### config.mk
export PLATFORM = sky130hd
export DESIGN_NAME = noc_output_allocator
export DESIGN_NICKNAME = d
export VERILOG_FILES = /design/src/rtl/noc_pkg.sv /design/src/rtl/noc_rr_arbiter.sv /design/src/rtl/noc_output_allocator.sv
export SDC_FILE = /design/constraint.sdc
export NUM_CORES = 1
export LEC_CHECK = 0
export CAP_MARGIN = 20
export CORE_ASPECT_RATIO = 1.2
export CORE_MARGIN = 2
export CORE_UTILIZATION = 59
export CTS_CLUSTER_DIAMETER = 40
export DETAILED_ROUTE_END_ITERATION = 7
export PLACE_DENSITY = 0.93
export SLEW_MARGIN = 15
export SYNTH_ARGS = -nofsm -noshare
export SYNTH_HDL_FRONTEND = slang
export SYNTH_SLANG_ARGS = --single-unit
### constraint.sdc
create_clock -name clk_noc -period 5.68 [get_ports clk_noc]
set_input_delay 1.136 -clock clk_noc [delete_from_list [all_inputs] [get_ports clk_noc]]
set_output_delay 1.136 -clock clk_noc [all_outputs]
set_load 0.02 [all_outputs]
### src/rtl/noc_pkg.sv
// Shared NoC router types: allocator state encoding and the round-robin pointer wrap helper.
package noc_pkg;

   typedef enum logic {
      ALLOC_IDLE   = 1'b0,
      ALLOC_LOCKED = 1'b1
   } alloc_state_t;

   // Explicit wrap so non-power-of-two port counts never leave the valid index range.
   function automatic int rr_next(input int ptr, input int n);
      return (ptr + 1 >= n) ? 0 : ptr + 1;
   endfunction

endpackage

### src/rtl/noc_rr_arbiter.sv
// Combinational rotate-priority arbiter: the first requester at or after ptr wins, wrapping at N-1.
module noc_rr_arbiter #(
   parameter int N     = 5,
   parameter int IDX_W = (N > 1) ? $clog2(N) : 1
) (
   input  logic [N-1:0]     req,
   input  logic [IDX_W-1:0] ptr,
   output logic [N-1:0]     gnt,
   output logic [IDX_W-1:0] gnt_idx,
   output logic             any
);

   always_comb begin
      int idx;
      // NOTE: combinational blocks use blocking assignments, and every output gets a default
      // first so no path through the loop can leave a latch behind.
      gnt     = '0;
      gnt_idx = '0;
      any     = 1'b0;
      idx     = 0;
      for (int k = 0; k < N; k++) begin
         idx = int'(ptr) + k;
         if (idx >= N) idx = idx - N;
         if (!any && req[idx]) begin
            any      = 1'b1;
            gnt[idx] = 1'b1;
            gnt_idx  = IDX_W'(idx);
         end
      end
   end

endmodule

### src/rtl/noc_output_allocator.sv
// Per-output wormhole switch allocator: round-robin head arbitration, packet lock, downstream credits.
module noc_output_allocator
   import noc_pkg::*;
#(
   parameter int NUM_INPUTS        = 5,
   parameter int FLIT_BUFFER_DEPTH = 4,
   parameter int IDX_W             = $clog2(NUM_INPUTS),
   parameter int CNT_W             = $clog2(FLIT_BUFFER_DEPTH + 1)
) (
   input  logic                  clk_noc,
   input  logic                  rst_n,
   input  logic [NUM_INPUTS-1:0] req,
   input  logic [NUM_INPUTS-1:0] is_tail,
   input  logic [NUM_INPUTS-1:0] turn_mask,
   input  logic                  credit_in,
   output logic [NUM_INPUTS-1:0] grant,
   output logic                  send_out,
   output logic [IDX_W-1:0]      owner_idx,
   output logic                  locked,
   output logic [CNT_W-1:0]      credit_count,
   output logic                  credit_overflow
);

   localparam logic [CNT_W-1:0] CREDIT_MAX = CNT_W'(FLIT_BUFFER_DEPTH);

   alloc_state_t     state_q;
   logic [IDX_W-1:0] owner_q;
   logic [IDX_W-1:0] rr_ptr;
   logic [CNT_W-1:0] credit_q;
   logic             overflow_q;

   logic                  credit_ok;
   logic [NUM_INPUTS-1:0] arb_gnt;
   logic [IDX_W-1:0]      arb_idx;
   logic                  arb_any;
   logic [NUM_INPUTS-1:0] grant_c;
   logic [IDX_W-1:0]      owner_c;

   assign credit_ok = (credit_q != '0);

   // Turn restrictions only apply to packet heads, so the mask feeds the arbiter and nothing else.
   noc_rr_arbiter #(
      .N     (NUM_INPUTS),
      .IDX_W (IDX_W)
   ) u_arb (
      .req     (req & ~turn_mask),
      .ptr     (rr_ptr),
      .gnt     (arb_gnt),
      .gnt_idx (arb_idx),
      .any     (arb_any)
   );

   always_comb begin
      grant_c = '0;
      owner_c = '0;
      if (state_q == ALLOC_IDLE) begin
         owner_c = arb_idx;
         if (credit_ok && arb_any) grant_c = arb_gnt;
      end else begin
         owner_c = owner_q;
         if (req[owner_q] && credit_ok) grant_c[owner_q] = 1'b1;
      end
   end

   // Grant paths are combinational from req, so they are forced quiet while reset is held.
   assign grant           = rst_n ? grant_c : '0;
   assign owner_idx       = rst_n ? owner_c : '0;
   assign send_out        = |grant;
   assign locked          = (state_q == ALLOC_LOCKED);
   assign credit_count    = credit_q;
   assign credit_overflow = overflow_q;

   always_ff @(posedge clk_noc or negedge rst_n) begin
      if (!rst_n) begin
         state_q    <= ALLOC_IDLE;
         owner_q    <= '0;
         rr_ptr     <= '0;
         credit_q   <= CREDIT_MAX;
         overflow_q <= 1'b0;
      end else begin
         // NOTE: sequential state uses non-blocking assignments so every register samples
         // the pre-edge values regardless of statement order.
         case (state_q)
            ALLOC_IDLE: begin
               if (send_out) begin
                  if (is_tail[arb_idx]) begin
                     rr_ptr <= IDX_W'(rr_next(int'(arb_idx), NUM_INPUTS));
                  end else begin
                     state_q <= ALLOC_LOCKED;
                     owner_q <= arb_idx;
                  end
               end
            end
            ALLOC_LOCKED: begin
               if (send_out && is_tail[owner_q]) begin
                  state_q <= ALLOC_IDLE;
                  rr_ptr  <= IDX_W'(rr_next(int'(owner_q), NUM_INPUTS));
               end
            end
            default: state_q <= ALLOC_IDLE;
         endcase

         // A grant needs a nonzero count, so the decrement can never wrap below zero.
         case ({send_out, credit_in})
            2'b10: credit_q <= credit_q - CNT_W'(1);
            2'b01: begin
               if (credit_q == CREDIT_MAX) overflow_q <= 1'b1;
               else                        credit_q   <= credit_q + CNT_W'(1);
            end
            default: ;
         endcase
      end
   end

endmodule

After elaboration in Yosys (flattened, before gate mapping)
Cells that the tools add are included.
{"block": "word_totals", "ff_bits": 11, "input_bits": 18, "out_inout_bits": 14, "word_cells": 148}
{"block": "op_classes", "addsub": 13, "magnitude_cmp": 20, "n_eq_ne": 7, "n_mux": 71, "n_bitwise": 8, "n_reduce_logical": 24}
{"op": "greater-or-equal comparator 32 x 1 -> 1 bit (second input constant)", "count": 5}
{"op": "< comparator 32 x 5 -> 1 bit (second input constant)", "count": 5}
{"op": "two-way mux 32 bit", "count": 5}
{"op": "greater-or-equal comparator 32 x 4 -> 1 bit (second input constant)", "count": 4}
{"op": "subtractor 32 x 4 -> 32 bit (second input constant)", "count": 4}
{"op": "two-way mux 5 bit", "count": 9}
{"op": "two-way mux 3 bit", "count": 13}
{"op": "two-way mux 1 bit", "count": 27}
{"op": "binary-select mux 1 bit (select 3 bit)", "count": 8}
{"op": "bitwise OR 5 bit", "count": 4}
{"op": "demux 1 bit (select 3 bit)", "count": 6}
{"op": "logical AND 1 bit", "count": 13}
{"op": "adder 3 x 1 -> 4 bit (second input constant)", "count": 3}
{"op": "one-hot mux 3 bit (2 select lines)", "count": 2}
{"op": "adder 3 x 2 -> 4 bit (second input constant)", "count": 2}
{"op": "greater-or-equal comparator 4 x 3 -> 1 bit (second input constant)", "count": 2}
{"op": "< comparator 3 x 4 -> 1 bit (second input constant)", "count": 2}
{"op": "AND reduction 3 bit", "count": 2}
{"op": "AND 5 bit", "count": 1}
{"op": "NOT 5 bit", "count": 1}
{"op": "OR reduction 5 bit", "count": 1}
{"op": "adder 3 x 3 -> 4 bit (second input constant)", "count": 1}
{"op": "zero test 1 bit", "count": 4}
{"op": "!= test 2 x 1 -> 1 bit (second input constant)", "count": 2}
{"op": "14 further kinds", "count": 17}

Depth between registers and ports, before layout
Gate-level depths: netlist of the first run.
{"block": "depth", "word_depth": 26, "ltp_mapped": 23, "ltp_nobuf": 20}

Modules after synthesis
A second synthesis of the first run with hierarchy kept.
{"block": "unflattened", "cells_unflattened": 361, "hier_area_um2": 2757.6}
{"module": "noc_rr_arbiter", "n_inst": 1, "cells_each": 239, "area_per_inst_um2": 1699.1, "seq_area_each_um2": 0.0}
{"module": "noc_output_allocator", "n_inst": 1, "cells_each": 122, "area_per_inst_um2": 1058.5, "seq_area_each_um2": 276.5}

Least setup slack after synthesis of the first run
OpenSTA, ideal clock, no wires.
{"block": "synth_path", "path_type": "register -> output", "start": "reg rr_ptr[1]", "end": "out send_out", "t_arrival_ns": 4.327, "required_ns": 4.544, "setup_slack_ns": 0.217, "stages_incl_launch_ff": 19, "path_buffers": 4, "path_cell_list": "dfrtp_1 -> buf_2 -> inv_1 -> ha_1 -> ha_1 -> clkbuf_1 -> clkbuf_1 -> nand2_1 -> ha_1 -> nand3b_1 -> nand2_1 -> ha_1 -> nand3b_1 -> or4b_1 -> a32oi_2 -> nor4_4 -> and2_1 -> buf_2 -> inv_1"}
{"block": "synth_via", "elab_chain_len": 23, "elab_cells_between_ends": 86, "cone_classes": "add/sub (9); order compare (15); mux (43); bitwise (4); reduce/logical (15)"}
{"item": "start, declared", "line": "noc_output_allocator.sv:28", "source": "logic [IDX_W-1:0] rr_ptr;"}
{"item": "start signal, assigned", "line": "noc_output_allocator.sv:87", "source": "rr_ptr <= IDX_W'(rr_next(int'(arb_idx), NUM_INPUTS));"}
{"item": "start signal, assigned", "line": "noc_output_allocator.sv:97", "source": "rr_ptr <= IDX_W'(rr_next(int'(owner_q), NUM_INPUTS));"}
{"item": "branches (longest 19 deep; another with subtractor 32 x 4 -> 32 bit)"}
{"item": "two-way mux 5 bit *", "line": "noc_output_allocator.sv:58", "source": "if (credit_ok && arb_any) grant_c = arb_gnt;"}
{"item": "two-way mux 5 bit *", "line": "noc_output_allocator.sv:56", "source": "if (state_q == ALLOC_IDLE) begin"}
{"item": "two-way mux 5 bit *", "line": "noc_output_allocator.sv:66", "source": "assign grant = rst_n ? grant_c : '0;"}
{"item": "named net grant[3]", "line": "noc_output_allocator.sv:16", "source": "output logic [NUM_INPUTS-1:0] grant,"}
{"item": "OR reduction 5 bit *", "line": "noc_output_allocator.sv:68", "source": "assign send_out = |grant;"}
{"item": "end, declared", "line": "noc_output_allocator.sv:17", "source": "output logic send_out,"}
Mark *: on every way through the listed nets, which the timed path passes. The select of a mux whose other input is x is not followed.

Final worst setup path of the first run
{"block": "layout_path", "start": "in req[1]", "end": "out grant[0]"}
{"block": "layout_via", "elab_chain_len": 21, "elab_cells_between_ends": 46, "cone_classes": "mux (31); bitwise (5); reduce/logical (10)"}
{"item": "start, declared", "line": "noc_output_allocator.sv:12", "source": "input logic [NUM_INPUTS-1:0] req,"}
{"item": "AND 5 bit", "line": "noc_output_allocator.sv:46", "source": ".req (req & ~turn_mask),"}
{"item": "binary-select mux 1 bit (select 3 bit)", "line": "noc_rr_arbiter.sv:24", "source": "if (!any && req[idx]) begin"}
{"item": "two-way mux 1 bit (not written as such) (2 in series)", "line": "noc_rr_arbiter.sv:24"}
{"item": "two-way mux 1 bit", "line": "noc_rr_arbiter.sv:24"}
{"item": "zero test 1 bit", "line": "noc_rr_arbiter.sv:24"}
{"item": "logical AND 1 bit", "line": "noc_rr_arbiter.sv:24"}
{"item": "two-way mux 1 bit", "line": "noc_rr_arbiter.sv:24"}
{"item": "zero test 1 bit", "line": "noc_rr_arbiter.sv:24"}
{"item": "[... 4 more ...]"}
{"item": "two-way mux 1 bit", "line": "noc_rr_arbiter.sv:24"}
{"item": "zero test 1 bit", "line": "noc_rr_arbiter.sv:24"}
{"item": "logical AND 1 bit", "line": "noc_rr_arbiter.sv:24"}
{"item": "two-way mux 1 bit", "line": "noc_rr_arbiter.sv:24"}
{"item": "logical AND 1 bit", "line": "noc_output_allocator.sv:58"}
{"item": "two-way mux 5 bit", "line": "noc_output_allocator.sv:58"}
{"item": "two-way mux 5 bit *", "line": "noc_output_allocator.sv:56"}
{"item": "two-way mux 5 bit *", "line": "noc_output_allocator.sv:66"}
{"item": "end, declared", "line": "noc_output_allocator.sv:16"}
Mark *: on every way between the ends. The rest lies on a longest branch, timed or not. The select of a mux whose other input is x is not followed.

==> impl_metrics.csv, run 1 <==
group,metric,value,unit
global_routing,grt_pass1_wl,15400,um
worst_hold_path,min_path_type,"reg -> reg",
global_routing,antenna_found_initial,0,
sta,setup_viol,0,
global_routing,grt_max_degree,37,
sta,max_freq,0.179,GHz
drt,ant_nets,0,
final_layout,finish.utilization,0.728,
drt,wl_met2,4660,um
final_layout,num-fill-cells,371,
yosys,synth.top_cell.area_share,0.102,
final_layout,design_area,3620,um2
worst_setup_path,cp-startpoint,"req[1]",
worst_setup_path,crit_type,"in -> out",
worst_setup_path,cp_cell_sequence,"clkdlybuf4s50_1, nand2b_1, or3_1, a21oi_2, buf_4, o311ai_2, or3_1, o221a_2, a31oi_1, a31oi_1, buf_4, inv_1, clkdlybuf4s50_1",
sta,hold_viol,0,
die,fp.dieW,69.8,um
clock_tree,hold_buffers,0,
yosys,avgSynthCellArea,7.63,um2
sta,slew_headroom,0.446,
worst_setup_path,slowest_stage,"clkdlybuf4s50_1",
final_layout,area_growth,18.2,%
drt,drt_iter0_markers,468,
clock_tree,clock_latency,240,ps
sta,finalMaxSlewViolations,0,
final_layout,antenna_cells,0,
worst_setup_path,required,4540,ps
worst_hold_path,hold_path.startpoint,"credit_overflow",
die,rows,28,
clock_tree,cts_buffers,3,
drt,vias_per_cell,7.22,
die,start_util,0.616,
sta,setup_tns,0,ps
worst_setup_path,start_kind,"primary input",
sta,fin_crit_sh,0.981,
clock_tree,clkTransAtPathRegs,50,ps
yosys,synth_cell_types,89,
drt,drt-total-wl,9710,um
drt,top_layer,"met4",
drt,wl_met1,3810,um
final_layout,layout.nets,487,
drt,dr_total_vias,3615,
flow_run,drv_cap,0,
clock_tree,cts_sinks,11,
status,status,"complete, no violations",
yosys,synthTopCellsByArea,"ha_1 10%, dfrtp_1 8.2%, o21ai_0 5.4%, mux2i_1 4.2%, nand2_1 4.2%",
yosys,synth_nets,447,
yosys,yosys_warnings,0,
place,portBuffers,31,
clock_tree,htreeDepth,1,
yosys,synth_edf_count,0,
global_routing,grt-ovfl-total,0,
place,hpwlAfterDp,7240,um
drt,wire_per_inst,19.4,um
yosys,synthArstFlopShare,1.00,
yosys,yosysSeqAreaShare,0.0902,
sta,whs,479,ps
drt,wl_met3,747,um
sta,layout_min_cycle_time,5570,ps
yosys,synth_ff_type,"dfrtp_1",
yosys,ys_ff_latch,11,
clock_tree,cts_buffer_depth,2,
final_layout,drive_above_1_share,0.152,
die,die_area,5790,um2
clock_tree,cts_tree,"yes",
worst_setup_path,worstReg2RegStart,"rr_ptr[0]",
yosys,syn_inst,402,
worst_setup_path,worstPathArrival,4440,ps
place,postPlaceCellArea,3530,um2
global_routing,grt_pass1_vias,3329,
die,die_h,83.0,um
drt,drtPass1Iterations,6,
clock_tree,clockRootBuffer,"clkbuf_8",
place,place_congestion,1.08,
worst_setup_path,cp_max_fo,6,
yosys,synth_area_leader_cell,"ha_1",
yosys,synthesis.area,3070,um2
drt,drc,0,
worst_setup_path,cp-end-kind,"output pin",
sta,finClkSkew,2.04,ps
global_routing,gr-usage-all-layers,0.312,
die,io_pins,32,
sta,worst_pin_slew,820,ps
worst_setup_path,slowest_delay,590,ps
die,core_area,4970,um2
## logic make-up (layout without fill, tap and decap cells)
family	Yosys count	in the layout	synth area share
compound gates	149	149	0.369
xor+xnor	5	5	0.0143
fa+ha+maj	27	27	0.115
buf+inv	44	83	0.0641
flops	11	11	0.0902
mux	18	18	0.0682
simple gates	148	148	0.280
## critical path: cells and delay by family
family,cells,cell delay [ps]
AO/OA/AOI/OAI,5,760
buffers and inverters,5,1540
AND/OR/NAND/NOR,3,980
## layout make-up
| cell class | count | area, um2 | area share |
|---|---|---|---|
| sequential | 11 | 277 | 0.0763 |
| inverter | 21 | 78.8 | 0.0218 |
| clock buffer | 4 | 45.0 | 0.0124 |
| multi-input combinational | 347 | 2630 | 0.726 |
| timing repair buffer | 58 | 518 | 0.143 |
| tap | 60 | 75.1 | 0.0207 |
## layer usage
metal	global-route usage	vias to the layer above
met5	0	-
met4	0.170	0
met3	0.0388	57
met2	0.529	242
met1	0.379	1698
li1	-	1618
## state kept, by name, summed over array words and instances (netlist names)
name             flops
credit_count         3
credit_overflow      1
locked               1
owner_q              3
rr_ptr               3
## what timing repair did
item | CTS | global route
buffers inserted | 0 | 1
resized for setup | 0 | 13
endpoints found under the setup margin | 0 | 5
## cell usage after synthesis, types with 5 or more instances
master and count:
a211oi_1 6, a21o_1 6, a21oi_1 22, a31oi_1 7, and2_1 6, buf_2 7, clkbuf_1 12, dfrtp_1 10
ha_1 25, inv_1 20, mux2i_1 13, nand2_1 34, nand2b_1 12, nand3_1 8, nand4_1 6, nor2_1 23
nor2b_1 13, nor3_1 6, o21a_1 5, o21ai_0 33, or3_1 5, xnor2_1 5
## cells in the final DEF, fill, tap and decap left out, types with 10 or more instances in the layout
| cell | Yosys | routed |
|---|---|---|
| a21oi_1 | 22 | 22 |
| buf_4 | 2 | 27 |
| clkdlybuf4s50_1 | 0 | 29 |
| dfrtp_1 | 10 | 10 |
| ha_1 | 25 | 24 |
| inv_1 | 20 | 19 |
| mux2i_1 | 13 | 13 |
| nand2_1 | 34 | 34 |
| nand2b_1 | 12 | 12 |
| nor2_1 | 23 | 23 |
| nor2b_1 | 13 | 12 |
| o21ai_0 | 33 | 32 |
## through the flow
stage	instances	setup slack, ps
finish	501	107
detailed placement	496	43.4
global route	501	-2.77
floorplan	402	217
CTS	500	10.6
global placement	496	105
## worst paths after layout
check,to,slack [ps],cells past startpoint
worst max-delay path,grant[0],110,13
worst min-delay path,credit_overflow,480,1
worst max register to register,credit_count[2],770,20
worst min register to register,credit_overflow,480,1
max in group asynchronous,credit_count[2],4020,2
min in group asynchronous,credit_count[1],1420,2
Power of run 1 is left out: the tool's default activity adds up to more than one toggle a clock period on the data nets, which glitch-free logic cannot reach.
==> run 2: changes to the inputs <==
Settings changed: CTS_CLUSTER_DIAMETER 40 to 100.
==> results of run 2 <==
Final layout, timing and power as in run 1 (identical DEF).
Power of run 2 is left out for the same reason.
==> run 3: changes to the inputs <==
Settings changed: GPL_ROUTABILITY_DRIVEN from default to 1.
==> results of run 3 <==
Final layout, timing and power as in run 1 (identical DEF).
Power of run 3 is left out for the same reason.
